$ cat config.mk
export PLATFORM = sky130hd
export DESIGN_NAME = neuron_mac_sequencer
export DESIGN_NICKNAME = d
export VERILOG_FILES = /design/src/rtl/nn_pkg.sv /design/src/rtl/mac_unit.sv /design/src/rtl/neuron_mac_sequencer.sv
export SDC_FILE = /design/constraint.sdc
export NUM_CORES = 1
export LEC_CHECK = 0
export ABC_AREA = 1
export CORE_MARGIN = 1
export CORE_UTILIZATION = 40
export DETAILED_ROUTE_END_ITERATION = 8
export SYNTH_ARGS = -nofsm -noshare
export SYNTH_HDL_FRONTEND = slang
export SYNTH_SLANG_ARGS = --single-unit
$ cat constraint.sdc
create_clock -name clock -period 5.64 [get_ports clock]
set_clock_uncertainty 0.1 [all_clocks]
set_input_delay 1.128 -clock clock [delete_from_list [all_inputs] [get_ports clock]]
set_output_delay 1.128 -clock clock [all_outputs]
set_load 0.01 [all_outputs]
$ cat src/rtl/nn_pkg.sv
// nn_pkg: shared FSM state type, default widths and the ReLU helper for the neuron datapath
package nn_pkg;
  typedef enum logic [1:0] {IDLE, CLEAR, ACCUM, OUT} state_t;
  localparam int DATA_W_DEF = 8;
  localparam int ACC_W_DEF = 20;
  function automatic logic signed [63:0] relu(input logic en, input logic signed [63:0] v);
    return (en && v < 0) ? 64'sd0 : v;
  endfunction
endpackage

$ cat src/rtl/mac_unit.sv
// mac_unit: combinational signed multiply, sign-extend and accumulate
module mac_unit #(
  parameter int DATA_W = 8,
  parameter int ACC_W = 20
) (
  input  logic signed [ACC_W-1:0]  acc,
  input  logic signed [DATA_W-1:0] x,
  input  logic signed [DATA_W-1:0] w,
  output logic signed [ACC_W-1:0]  acc_next
);
  logic signed [2*DATA_W-1:0] prod;
  assign prod = x * w;
  assign acc_next = acc + ACC_W'(prod);
endmodule

$ cat src/rtl/neuron_mac_sequencer.sv
// neuron_mac_sequencer: sequences 16 MAC steps plus bias over an external index counter and hands the result downstream
module neuron_mac_sequencer
  import nn_pkg::*;
#(
  parameter int DATA_W = DATA_W_DEF,
  parameter int ACC_W = ACC_W_DEF
) (
  input  logic                     clock,
  input  logic                     reset_n,
  input  logic                     start,
  input  logic                     relu_en,
  input  logic signed [DATA_W-1:0] bias,
  input  logic signed [DATA_W-1:0] x_data,
  input  logic signed [DATA_W-1:0] w_data,
  input  logic [3:0]               cnt_value,
  input  logic                     cnt_last,
  output logic                     cnt_clear,
  output logic                     cnt_increment,
  output logic                     busy,
  output logic signed [ACC_W-1:0]  y_data,
  output logic                     y_valid,
  input  logic                     y_ready
);
  state_t state, next;
  logic signed [ACC_W-1:0] acc, acc_next;
  logic relu_q;
  logic unused_cnt;
  assign unused_cnt = ^cnt_value;
  mac_unit #(.DATA_W(DATA_W), .ACC_W(ACC_W)) u_mac (
    .acc(acc),
    .x(x_data),
    .w(w_data),
    .acc_next(acc_next)
  );
  // state register, accumulator, relu mode and result capture
  always_ff @(posedge clock) begin
    if (!reset_n) begin
      state <= IDLE;
      acc <= '0;
      y_data <= '0;
      relu_q <= 1'b0;
    end else begin
      state <= next;
      if (state == IDLE && start) relu_q <= relu_en;
      if (state == CLEAR) acc <= ACC_W'(bias);
      if (state == ACCUM) acc <= acc_next;
      if (state == ACCUM && cnt_last) y_data <= ACC_W'(relu(relu_q, 64'(acc_next)));
    end
  end
  // next-state decode; the counter flag ends ACCUM, downstream ready ends OUT
  always_comb begin
    next = state;
    case (state)
      IDLE:    next = start ? CLEAR : IDLE;
      CLEAR:   next = ACCUM;
      ACCUM:   next = cnt_last ? OUT : ACCUM;
      OUT:     next = y_ready ? IDLE : OUT;
      default: next = IDLE;
    endcase
  end
  assign cnt_clear = (state == CLEAR) | ~reset_n;
  assign cnt_increment = (state == ACCUM) & ~cnt_last;
  assign busy = state != IDLE;
  assign y_valid = state == OUT;
endmodule

==> results of run 1 <==
==> logic make-up (layout without fill, tap and decap cells) <==
logic type / after synthesis / count (layout) / share of synthesized area, %
buffers and inverters: 188 / 294 / 12.9
adder cells (fa/ha/maj): 139 / 139 / 42.8
AND/OR/NAND/NOR: 217 / 217 / 16.9
flip-flops: 43 / 43 / 15.4
AO/OA/AOI/OAI: 98 / 98 / 10.0
XOR/XNOR: 13 / 13 / 2.03
==> worst max-delay path: stages <==
cell	delay, ps
sky130_fd_sc_hd__clkdlybuf4s15_1	200
sky130_fd_sc_hd__nand2_1	70
sky130_fd_sc_hd__inv_1	50
sky130_fd_sc_hd__fa_1	490
sky130_fd_sc_hd__inv_2	40
sky130_fd_sc_hd__fa_1	560
sky130_fd_sc_hd__inv_2	40
sky130_fd_sc_hd__fa_1	480
sky130_fd_sc_hd__fa_1	520
sky130_fd_sc_hd__fa_1	570
sky130_fd_sc_hd__ha_4	210
sky130_fd_sc_hd__buf_4	140
sky130_fd_sc_hd__buf_4	140
sky130_fd_sc_hd__nand3_1	90
sky130_fd_sc_hd__nand2_2	90
sky130_fd_sc_hd__a21boi_2	170
sky130_fd_sc_hd__nand3b_1	150
sky130_fd_sc_hd__nand2_1	60
sky130_fd_sc_hd__nand2_1	70
sky130_fd_sc_hd__nand2_2	60
sky130_fd_sc_hd__nand2_1	60
sky130_fd_sc_hd__a21oi_1	70
==> where the power goes <==
part	total, mW	switching, mW	internal (mW)	leakage, nW
clock network	0.319	0.112	0.206	0.0769
logic	4.21	2.23	1.98	3.35
registers	0.367	0.0275	0.339	0.352
==> sequential cells by signal, indices dropped and copies added (netlist names) <==
name	count
acc	20
y_data	20
state	2
relu_q	1
==> Yosys cell counts <==
master	number	area [um2]
sky130_fd_sc_hd__a21boi_1	1	7.51
sky130_fd_sc_hd__nand3_2	1	10.0
sky130_fd_sc_hd__o21a_1	1	7.51
sky130_fd_sc_hd__and2_1	1	6.26
sky130_fd_sc_hd__inv_2	2	7.51
sky130_fd_sc_hd__nand2_2	16	100
sky130_fd_sc_hd__a21oi_2	11	96.3
sky130_fd_sc_hd__inv_1	156	586
sky130_fd_sc_hd__a21oi_1	42	210
sky130_fd_sc_hd__buf_1	1	3.75
sky130_fd_sc_hd__nor3_1	1	5.00
sky130_fd_sc_hd__nand2_1	144	541
sky130_fd_sc_hd__fa_1	88	1760
sky130_fd_sc_hd__clkbuf_1	26	97.6
sky130_fd_sc_hd__dfxtp_1	43	861
sky130_fd_sc_hd__nand4_1	1	6.26
sky130_fd_sc_hd__xnor2_1	5	43.8
sky130_fd_sc_hd__nor2_1	23	86.3
sky130_fd_sc_hd__nand3b_1	1	7.51
sky130_fd_sc_hd__or2_2	2	12.5
sky130_fd_sc_hd__o21bai_1	2	15.0
sky130_fd_sc_hd__a31oi_1	2	12.5
sky130_fd_sc_hd__a221oi_1	1	8.76
sky130_fd_sc_hd__nand3_4	2	35.0
sky130_fd_sc_hd__nand3_1	23	115
sky130_fd_sc_hd__ha_1	51	638
sky130_fd_sc_hd__clkinv_1	2	7.51
sky130_fd_sc_hd__xor2_1	8	70.1
sky130_fd_sc_hd__o21ai_0	32	160
sky130_fd_sc_hd__nand2_4	1	11.3
sky130_fd_sc_hd__o211ai_1	6	45.0
sky130_fd_sc_hd__nor3_2	1	10.0
sky130_fd_sc_hd__buf_12	1	20.0
==> per-layer routing <==
layer,GRT usage (%),up-vias,routed length [um]
li1,-,2309,-
met2,35.2,48,6720
met5,0,-,0
met1,25.1,2214,5740
met3,2.50,8,361
met4,2.78,0,143
==> final cells by class <==
| type | instances | area share (%) |
|---|---|---|
| multi-input combinational | 467 | 58.4 |
| timing repair buffer | 127 | 15.9 |
| sequential | 43 | 12.0 |
| inverter | 160 | 8.43 |
| tap | 176 | 3.06 |
| clock buffer | 6 | 1.79 |
| clock inverter | 1 | 0.418 |
==> worst max-delay path by stage <==
stage | start | endpoint | cells past startpoint
3_3_place_gp | w_data[2] | y_data[14]$_SDFFE_PN0P_ | 22
5_1_grt | x_data[7] | acc[14]$_SDFFE_PN0P_ | 21
4_1_cts | x_data[7] | y_data[3]$_SDFFE_PN0P_ | 24
6_report | x_data[5] | acc[18]$_SDFFE_PN0P_ | 22
3_5_place_dp | w_data[2] | acc[18]$_SDFFE_PN0P_ | 20
2_1_floorplan | x_data[7] | y_data[18]$_SDFFE_PN0P_ | 23
==> through the flow <==
step	instances	instance area [um2]	hold WS [ps]	utilization (%)	setup slack, ps
after global placement	965	6790	359	50.4	-617
after global routing	980	7190	391	53.4	-5.49
final	980	7190	364	53.4	200
after detailed placement	965	6790	362	50.4	-676
after floorplan	698	5640	349	-	10.8
after CTS	977	7090	370	52.7	10.1
==> layout by cell type (no fill, tap or decap), types with 6 or more instances in the layout <==
cell type,n
sky130_fd_sc_hd__dfxtp_1,43
sky130_fd_sc_hd__nor2_1,23
sky130_fd_sc_hd__fa_1,82
sky130_fd_sc_hd__nand2_1,140
sky130_fd_sc_hd__inv_1,150
sky130_fd_sc_hd__buf_4,62
sky130_fd_sc_hd__o21ai_0,31
sky130_fd_sc_hd__inv_2,7
sky130_fd_sc_hd__clkdlybuf4s50_1,37
sky130_fd_sc_hd__buf_6,8
sky130_fd_sc_hd__clkbuf_2,8
sky130_fd_sc_hd__a21oi_1,37
sky130_fd_sc_hd__nand3_1,23
sky130_fd_sc_hd__ha_4,7
sky130_fd_sc_hd__o211ai_1,6
sky130_fd_sc_hd__ha_1,43
sky130_fd_sc_hd__a21oi_2,15
sky130_fd_sc_hd__nand2_2,20
sky130_fd_sc_hd__fa_2,6
==> what timing repair did <==
action | in CTS | in global routing
buffers inserted | 4 | 3
pin swaps | 16 | 21
resized for setup | 30 | 46
gates cloned | 1 | 0
endpoints found under the setup margin | 32 | 29
==> run summary, run 1 <==
- **result of the run** complete, no violations
- **worst hold path depth** 2
- **Slew Limit Headroom** 25.1%
- **sequential area share after synthesis** 15.4%
- **crit path capture type** flop
- **post-detailed-route count of antenna-violating nets** 0
- **warning count from the yosys run** 0
- **Min-Delay Startpoint** y_data[19]$_SDFFE_PN0P_
- **total number of H-tree levels** 2
- **CTS clock-pin slew for the worst setup and hold paths** 60 ps
- **final setup TNS** 0 ps
- **vias per cell** 4.67
- **critical path data arrival time** 5470 ps
- **Max IR drop VDD** 0.472 mV
- **Tightest Pin Transition** 1120 ps
- **PwrDens** 681 nW/um2
- **clock network latency to the later pin of the worst-skew pair** 280 ps
- **maximum clock frequency** 184 MHz
- **combined area of the multi-input logic cells** 4200 um2
- **startpoint-to-endpoint class of the critical path** in -> reg
- **terminus of the critical flop-to-flop path** acc[18]$_SDFFE_PN0P_
- **GRT Residual Overflow** 0
- **nature of the critical path startpoint** input port
- **final-report setup violation count** 0
- **count of endpoints failing hold in the final timing report** 0
- **length in cells of the worst reg-to-reg path** 21
- **buffer cell driving the clock tree root** sky130_fd_sc_hd__clkbuf_16
- **estimated wirelength of the detail-placed design** 11000 um
- **maximum fanout along the worst path** 4
- **Min-Delay Endpoint** y_data[19]$_SDFFE_PN0P_
- **sum of routed wire length over all layers** 13000 um
- **filler cell count in the final layout** 1274
- **number of top-level design ports** 58
- **CTS buffer count** 5
- **count of hold-fix buffers inserted at cts** 0
- **synthesized area** 5610 um2
- **DRT iter0 DRCs** 140
- **final cycle utilization of the critical path** 96.5%
- **largest net degree at the start of global routing** 35
- **net count of the mapped netlist** 871
- **num rows** 42
- **detailed-route DRC error count** 0
- **die width** 120 um
- **die footprint** 14500 um2
- **origin of the critical flop-to-flop path** acc[6]$_SDFFE_PN0P_
- **# port buffers** 53
- **Required @ worst endpoint** 5670 ps
- **Sink Count** 43
- **worst min-delay path category** reg -> reg
- **number of distinct library cells after synthesis** 33
- **effective utilization at floorplan** 41.7%
- **first-pass detailed-route iteration total** 4
- **layout cell share with drive strength beyond 1** 19.8%
- **clock tree from TritonCTS** yes
- **Antenna Cells** 0
- **wire length of the first global-routing pass** 22600 um
- **Area growth syn-to-layout** 28.2%
- **Die Height** 120 um
- **Mapped Avg Cell Area** 8.03 um2
- **number of violations of the max-capacitance limit** 0
- **total power of the final layout** 4.89 mW
- **total routing resource utilization after global routing** 19.4%
- **register-to-register setup slack** 1090 ps
- **Sequential Area** 861 um2
- **Min Clock Period, post-route** 5440 ps
- **nets@finish** 977
- **initial antenna violation count** 0
- **CTS Buffer Depth** 2
- **count of state elements after synthesis** 43
- **Routability Congestion** 0.835
- **vias in the first global route** 4854
- **Avg WL per Cell** 13.2 um
- **Final Slew Violations** 0
- **leakage power summed over all cells** 3.78 nW
- **synthesized instance count** 698
- **core area** 13500 um2
- **via count** 4579
No activity file was read; power rests on OpenSTA's default activity.
==> run 2, diff against run 1 <==
CTS_CLUSTER_DIAMETER = 40   (was not set)
CTS_CLUSTER_SIZE = 16   (was not set)
clock period = 6.5 ns   (was 5.64 ns; I/O delays follow)
==> run 2 against run 1 <==
Effect of this change:
- sequential power shrank 13%
- power shrank 29%
- worst hold slack gained 2.0 ps
- design area shrank 7.2%
- worst setup slack gained 180 ps
- non-clock buffer count shrank 39
- first-iteration DRC count grew 55%
- via count shrank 2.4%
- combinational power shrank 30%
==> run summary, run 2 (synthesis results as in run 1) <==
- **result of the run** complete, no violations, unchanged
- **Min-Delay Startpoint** y_data[1]$_SDFFE_PN0P_, was y_data[19]$_SDFFE_PN0P_
- **Final Slew Violations** 0, unchanged
- **final hold slack** 366 ps, was 364 ps
- **clock network latency to the later pin of the worst-skew pair** 280 ps, about the same
- **worst hold path depth** 2, unchanged
- **share of the core filled with cells in the final layout** 49.6%, was 53.4%
- **total setup buffers inserted after CTS** 0, was 4
- **number of violations of the max-capacitance limit** 0, unchanged
- **count of non-filler cells in the finished layout** 942, was 980
- **final-report setup violation count** 0, unchanged
- **estimated wirelength of the detail-placed design** 10800 um, was 11000 um
- **GRT Residual Overflow** 0, unchanged
- **effective utilization at floorplan** 41.7%, unchanged
- **CTS clock-pin slew for the worst setup and hold paths** 60 ps, about the same
- **post-detailed-route count of antenna-violating nets** 0, unchanged
- **Die Height** 120 um, unchanged
- **wire length of the first global-routing pass** 22000 um, was 22600 um
- **total power of the final layout** 3.49 mW, was 4.89 mW
- **maximum fanout along the worst path** 4, unchanged
- **met1 routing resource usage after global routing** 25.0%, was 25.1%
- **detailed-route DRC error count** 0, unchanged
- **Avg WL per Cell** 13.3 um, was 13.2 um
- **num rows** 42, unchanged
- **GRT met2 Usage** 33.4%, was 35.2%
- **terminus of the critical flop-to-flop path** acc[18]$_SDFFE_PN0P_, unchanged
- **register-to-register setup slack** 1860 ps, was 1090 ps
- **Area growth syn-to-layout** 18.9%, was 28.2%
- **nature of the critical path startpoint** input port, unchanged
- **origin of the critical flop-to-flop path** acc[6]$_SDFFE_PN0P_, unchanged
- **Sink Count** 43, unchanged
- **peak per-stage delay on the critical path** 590 ps, was 570 ps
- **number of top-level design ports** 58, unchanged
- **die footprint** 14500 um2, unchanged
- **slowest CP cell** sky130_fd_sc_hd__fa_1, unchanged
- **CTS Buffer Depth** 2, unchanged
- **# port buffers** 53, unchanged
- **via count** 4471, was 4579
- **dominant cell type by count on the critical path** sky130_fd_sc_hd__nand2_1, was sky130_fd_sc_hd__fa_1
- **total number of H-tree levels** 2, unchanged
- **final cycle utilization of the critical path** 94.2%
- **most common library cell in the layout ignoring fill and taps** sky130_fd_sc_hd__inv_1, unchanged
- **Max IR drop VDD** 0.320 mV, was 0.472 mV
- **Required @ worst endpoint** 6520 ps, was 5670 ps
- **CTS buffer count** 5, unchanged
- **commonest cells after routing, fill and taps aside** 156 x sky130_fd_sc_hd__inv_1, 144 x sky130_fd_sc_hd__nand2_1, 88 x sky130_fd_sc_hd__fa_1, was 150 x sky130_fd_sc_hd__inv_1, 140 x sky130_fd_sc_hd__nand2_1, 82 x sky130_fd_sc_hd__fa_1
- **crit path capture type** flop, unchanged
- **startpoint-to-endpoint class of the critical path** in -> reg, unchanged
- **Min-Delay Endpoint** y_data[1]$_SDFFE_PN0P_, was y_data[19]$_SDFFE_PN0P_
- **vias per cell** 4.75, was 4.67
- **core area** 13500 um2, unchanged
- **Antenna Cells** 0, unchanged
- **clock tree from TritonCTS** yes, unchanged
- **maximum clock frequency** 163 MHz
- **DRT iter0 DRCs** 217, was 140
- **final setup TNS** 0 ps, unchanged
- **PwrDens** 524 nW/um2, was 681 nW/um2
- **first-pass detailed-route iteration total** 4, unchanged
- **met3 global-route usage** 1.84%, was 2.50%
- **buffer cell driving the clock tree root** sky130_fd_sc_hd__clkbuf_16, unchanged
- **leakage power summed over all cells** 3.52 nW, was 3.78 nW
- **nets@finish** 938, was 977
- **largest net degree at the start of global routing** 35, unchanged
- **Min Clock Period, post-route** 6120 ps
- **worst min-delay path category** reg -> reg, unchanged
- **Routability Congestion** 0.879, was 0.835
- **critical path data arrival time** 6150 ps, was 5470 ps
- **initial antenna violation count** 0, unchanged
- **die width** 120 um, unchanged
- **Slew Limit Headroom** 30.6%, was 25.1%
- **total routing resource utilization after global routing** 18.7%, was 19.4%
- **vias in the first global route** 4638, was 4854
- **layout cell share with drive strength beyond 1** 10.2%, was 19.8%
- **Top Registers** acc (20), y_data (20), state (2), unchanged
- **Tightest Pin Transition** 1040 ps, was 1120 ps
- **placed cells** 934, was 965
- **sum of routed wire length over all layers** 12500 um, was 13000 um
- **ordered cell list for the critical path** clkdlybuf4s50_1, nand2_1, inv_1, fa_1, inv_1, fa_1, inv_1, fa_1, fa_1, fa_1, ha_1, a21oi_1, nand2_1, a21boi_1, nand3b_1, nand2_1, nand2_1, nand2_1, nand2_1, a21oi_1, was clkdlybuf4s15_1, nand2_1, inv_1, fa_1, inv_2, fa_1, inv_2, fa_1, fa_1, fa_1, ha_4, buf_4, buf_4, nand3_1, nand2_2, a21boi_2, nand3b_1, nand2_1, nand2_1, nand2_2, nand2_1, a21oi_1
- **unrepaired setup endpoints after global routing** no
- **count of endpoints failing hold in the final timing report** 0, unchanged
- **busiest layer in global routing** met2, unchanged
- **length in cells of the worst reg-to-reg path** 19, was 21
run 2: metrics by stage:
step                worst slack [ps]  cell area (um2)
CTS                              244             6660
global placement                58.9             6520
global route                    33.7             6670
floorplan                        558             5610
detailed placement              11.3             6520
finish                           376             6670
run 2: cell type report:
type,instances,area [um2]
repair buffers,88,821
well taps,176,220
clock buffers,6,129
inverters,160,601
clock inverters,2,12.5
fillers,1365,6790
flip-flops and latches,43,861
multi-input cells,467,4020
run 2: routing by layer:
layer | vias up | routed length [um] | share of wire (%)
met2 | 50 | 6510 | 52
met3 | 8 | 311 | 2.5
met1 | 2164 | 5570 | 45
li1 | 2249 | - | -
met5 | - | 0 | 0
met4 | 0 | 95 | 0.76
run 2: where the power goes:
part           switching [mW]  internal [mW]  total (mW)
clock network           0.102          0.142       0.244
logic                    1.70           1.23        2.93
registers              0.0233          0.294       0.318
run 2: what timing repair did:
| action | 4_1_cts | 5_1_grt |
|---|---|---|
| resized for setup | 0 | 1 |
| endpoints found under the hold margin | 0 | 0 |
| hold buffers | 0 | 0 |
| endpoints found under the setup margin | 0 | 7 |
run 2: how the worst max path moves through the flow:
stage	start	endpoint	slack, ps
CTS	x_data[7]	y_data[5]$_SDFFE_PN0P_	240
detailed placement	x_data[7]	y_data[14]$_SDFFE_PN0P_	10
floorplan	w_data[0]	y_data[18]$_SDFFE_PN0P_	560
finish	w_data[2]	acc[18]$_SDFFE_PN0P_	380
global placement	x_data[7]	y_data[14]$_SDFFE_PN0P_	60
global route	w_data[0]	y_data[5]$_SDFFE_PN0P_	30
run 2: critical path, delay by kind of cell:
kind	cells	cell delay (ps)
AO/OA/AOI/OAI	3	510
adder cells (fa/ha/maj)	6	2940
buffers and inverters	4	690
AND/OR/NAND/NOR	7	700
==> run 3, diff against run 2 <==
--- a/config.mk
+++ b/config.mk
@@ -10,5 +10,4 @@
 export CORE_UTILIZATION = 40
 export CTS_CLUSTER_DIAMETER = 40
-export CTS_CLUSTER_SIZE = 16
 export DETAILED_ROUTE_END_ITERATION = 8
 export SYNTH_ARGS = -nofsm -noshare
--- a/constraint.sdc
+++ b/constraint.sdc
@@ -3,3 +3,3 @@
 set_input_delay 1.3 -clock clock [delete_from_list [all_inputs] [get_ports clock]]
 set_output_delay 1.3 -clock clock [all_outputs]
-set_load 0.01 [all_outputs]
+set_load 0.02 [all_outputs]
==> run 3 against run 2 <==
Effect of this change:
- fmax fell by 0.38%
- worst hold slack barely moved
- clock-buffer cell count fell by 1
- power rose by 1.2%
- first-iteration DRC count fell by 8.3%
- worst setup slack got worse by 23 ps
- sequential cell count did not move
- largest power group unchanged
==> run summary, run 3 (synthesis results as in run 1) <==
- **most common library cell in the layout ignoring fill and taps** sky130_fd_sc_hd__inv_1, unchanged
- **vias per cell** 4.76, was 4.75
- **total setup buffers inserted after CTS** 0, unchanged
- **dominant cell type by count on the critical path** sky130_fd_sc_hd__inv_1, was sky130_fd_sc_hd__nand2_1
- **detailed-route DRC error count** 0, unchanged
- **Crit. Startpoint** w_data[0], was w_data[2]
- **startpoint-to-endpoint class of the critical path** in -> reg, unchanged
- **post-detailed-route count of antenna-violating nets** 0, unchanged
- **final cycle utilization of the critical path** 94.6%, was 94.2%
- **commonest cells after routing, fill and taps aside** 156 x sky130_fd_sc_hd__inv_1, 144 x sky130_fd_sc_hd__nand2_1, 88 x sky130_fd_sc_hd__fa_1, unchanged
- **maximum fanout along the worst path** 19, was 4
- **vias in the first global route** 4695, was 4638
- **Top Registers** acc (20), y_data (20), state (2), unchanged
- **total power of the final layout** 3.54 mW, was 3.49 mW
- **GRT Residual Overflow** 0, unchanged
- **Antenna Cells** 0, unchanged
- **Min Clock Period, post-route** 6150 ps, was 6120 ps
- **worst path setup slack after routing** 353 ps, was 376 ps
- **nature of the critical path startpoint** input port, unchanged
- **post-placement worst setup slack** 17.4 ps, was 11.3 ps
- **count of hold-fix buffers inserted at cts** 0, unchanged
- **number of top-level design ports** 58, unchanged
- **estimated wirelength of the detail-placed design** 10600 um, was 10800 um
- **CTS buffer count** 5, unchanged
- **Sink Count** 43, unchanged
- **number of violations of the max-capacitance limit** 0, unchanged
- **final-report setup violation count** 0, unchanged
- **origin of the critical flop-to-flop path** acc[6]$_SDFFE_PN0P_, unchanged
- **slowest CP cell** sky130_fd_sc_hd__clkdlybuf4s50_1, was sky130_fd_sc_hd__fa_1
- **Max IR drop VDD** 0.416 mV, was 0.320 mV
- **maximum clock frequency** 163 MHz, about the same
- **final setup TNS** 0 ps, unchanged
- **wire length of the first global-routing pass** 21800 um, was 22000 um
- **num rows** 42, unchanged
- **highest metal layer with signal wires** met4, unchanged
- **detailed route wirelength on metal2** 6310 um, was 6510 um
- **clock network latency to the later pin of the worst-skew pair** 280 ps, about the same
- **die width** 120 um, unchanged
- **crit path capture type** flop, unchanged
- **Slew Limit Headroom** 30.2%, was 30.6%
- **count of endpoints failing hold in the final timing report** 0, unchanged
- **Die Height** 120 um, unchanged
- **leakage power summed over all cells** 3.54 nW, was 3.52 nW
- **ordered cell list for the critical path** clkdlybuf4s50_1, nand2_1, inv_1, buf_12, fa_1, inv_1, fa_1, fa_1, inv_1, fa_1, ha_1, ha_1, nand2_1, inv_1, nand2_1, nand2_1, a21oi_1, nand2_2, inv_1, nand2_2, nand3_4, nand3_1, a21oi_1, was clkdlybuf4s50_1, nand2_1, inv_1, fa_1, inv_1, fa_1, inv_1, fa_1, fa_1, fa_1, ha_1, a21oi_1, nand2_1, a21boi_1, nand3b_1, nand2_1, nand2_1, nand2_1, nand2_1, a21oi_1
- **buffer cell driving the clock tree root** sky130_fd_sc_hd__clkbuf_16, unchanged
- **Final Slew Violations** 0, unchanged
- **largest net degree at the start of global routing** 35, unchanged
- **layout cell share with drive strength beyond 1** 10.3%, was 10.2%
- **Avg WL per Cell** 13.1 um, was 13.3 um
- **filler cell count in the final layout** 1312, was 1365
- **met3 wire length** 361 um, was 311 um
- **result of the run** complete, no violations, unchanged
- **worst min-delay path category** reg -> reg, unchanged
- **critical path data arrival time** 6250 ps, was 6150 ps
- **instance area after placement** 6520 um2, unchanged
- **total number of H-tree levels** 2, unchanged
- **count of cells resized by post-cts repair** 0, unchanged
- **PwrDens** 528 nW/um2, was 524 nW/um2
- **total routing resource utilization after global routing** 18.6%, was 18.7%
- **sum of routed wire length over all layers** 12300 um, was 12500 um
- **first-pass detailed-route iteration total** 5, was 4
- **Tightest Pin Transition** 1050 ps, was 1040 ps
- **unrepaired setup endpoints after global routing** no, unchanged
- **DRT iter0 DRCs** 199, was 217
- **CTS Buffer Depth** 2, unchanged
- **Required @ worst endpoint** 6600 ps, was 6520 ps
- **core area** 13500 um2, unchanged
- **peak per-stage delay on the critical path** 580 ps, was 590 ps
- **Area growth syn-to-layout** 19.4%, was 18.9%
- **clock tree from TritonCTS** yes, unchanged
- **# port buffers** 53, unchanged
- **initial antenna violation count** 0, unchanged
- **Min-Delay Startpoint** y_data[19]$_SDFFE_PN0P_, was y_data[1]$_SDFFE_PN0P_
- **via count** 4481, was 4471
- **CTS clock-pin slew for the worst setup and hold paths** 60 ps, about the same
- **final non-filler cell area** 6690 um2, was 6670 um2
- **Routability Congestion** 0.881, was 0.879
- **die footprint** 14500 um2, unchanged
- **met1 layer wirelength in the final routing** 5520 um, was 5570 um
- **nets@finish** 938, unchanged
- **effective utilization at floorplan** 41.7%, unchanged
-- run 3: cell types whose count changed in the layout (fill, tap and decap cells not counted) --
cell,before,now
sky130_fd_sc_hd__bufinv_16,0,1
sky130_fd_sc_hd__clkinvlp_4,1,0
sky130_fd_sc_hd__clkinv_4,0,1
sky130_fd_sc_hd__clkbuf_1,1,0
-- run 3: power by group --
group / leakage [nW] / switching (mW) / internal (mW)
logic: 3.11 / 1.70 / 1.23
clock network: 0.0838 / 0.107 / 0.181
registers: 0.352 / 0.0229 / 0.294
-- run 3: area by class of cell --
type	instances	area (um2)	area share, %
tap	176	220	3.29
sequential	43	861	12.9
clock inverter	3	43.8	0.654
clock buffer	5	125	1.87
inverter	160	601	8.97
timing repair buffer	88	821	12.3
multi-input combinational	467	4020	60.1
-- run 3: metal layers --
layer | up-vias | GRT usage (%)
met2 | 71 | 32.7
li1 | 2242 | -
met3 | 11 | 2.55
met1 | 2157 | 24.7
met5 | - | 0
met4 | 0 | 3.01
-- run 3: critical path: cells and delay by family --
kind	cells	cell delay, ps
buffers and inverters	7	1180
and+or+nand+nor	8	890
adders and majority gates	6	2500
AOI/OAI and AO/OA	2	360
-- run 3: final timing paths --
kind	end	slack (ps)	cells after the start
setup / recovery	y_data[5]$_SDFFE_PN0P_	350	23
hold / removal	y_data[19]$_SDFFE_PN0P_	370	2
setup reg to reg	y_data[5]$_SDFFE_PN0P_	1830	21
hold reg to reg	y_data[19]$_SDFFE_PN0P_	370	2
-- run 3: through the flow --
stage	hold slack [ps]	instances	utilization, %
5_1_grt	398	942	49.8
3_5_place_dp	362	934	48.5
3_3_place_gp	358	934	48.5
4_1_cts	371	942	49.7
2_1_floorplan	349	698	-
6_report	366	942	49.8
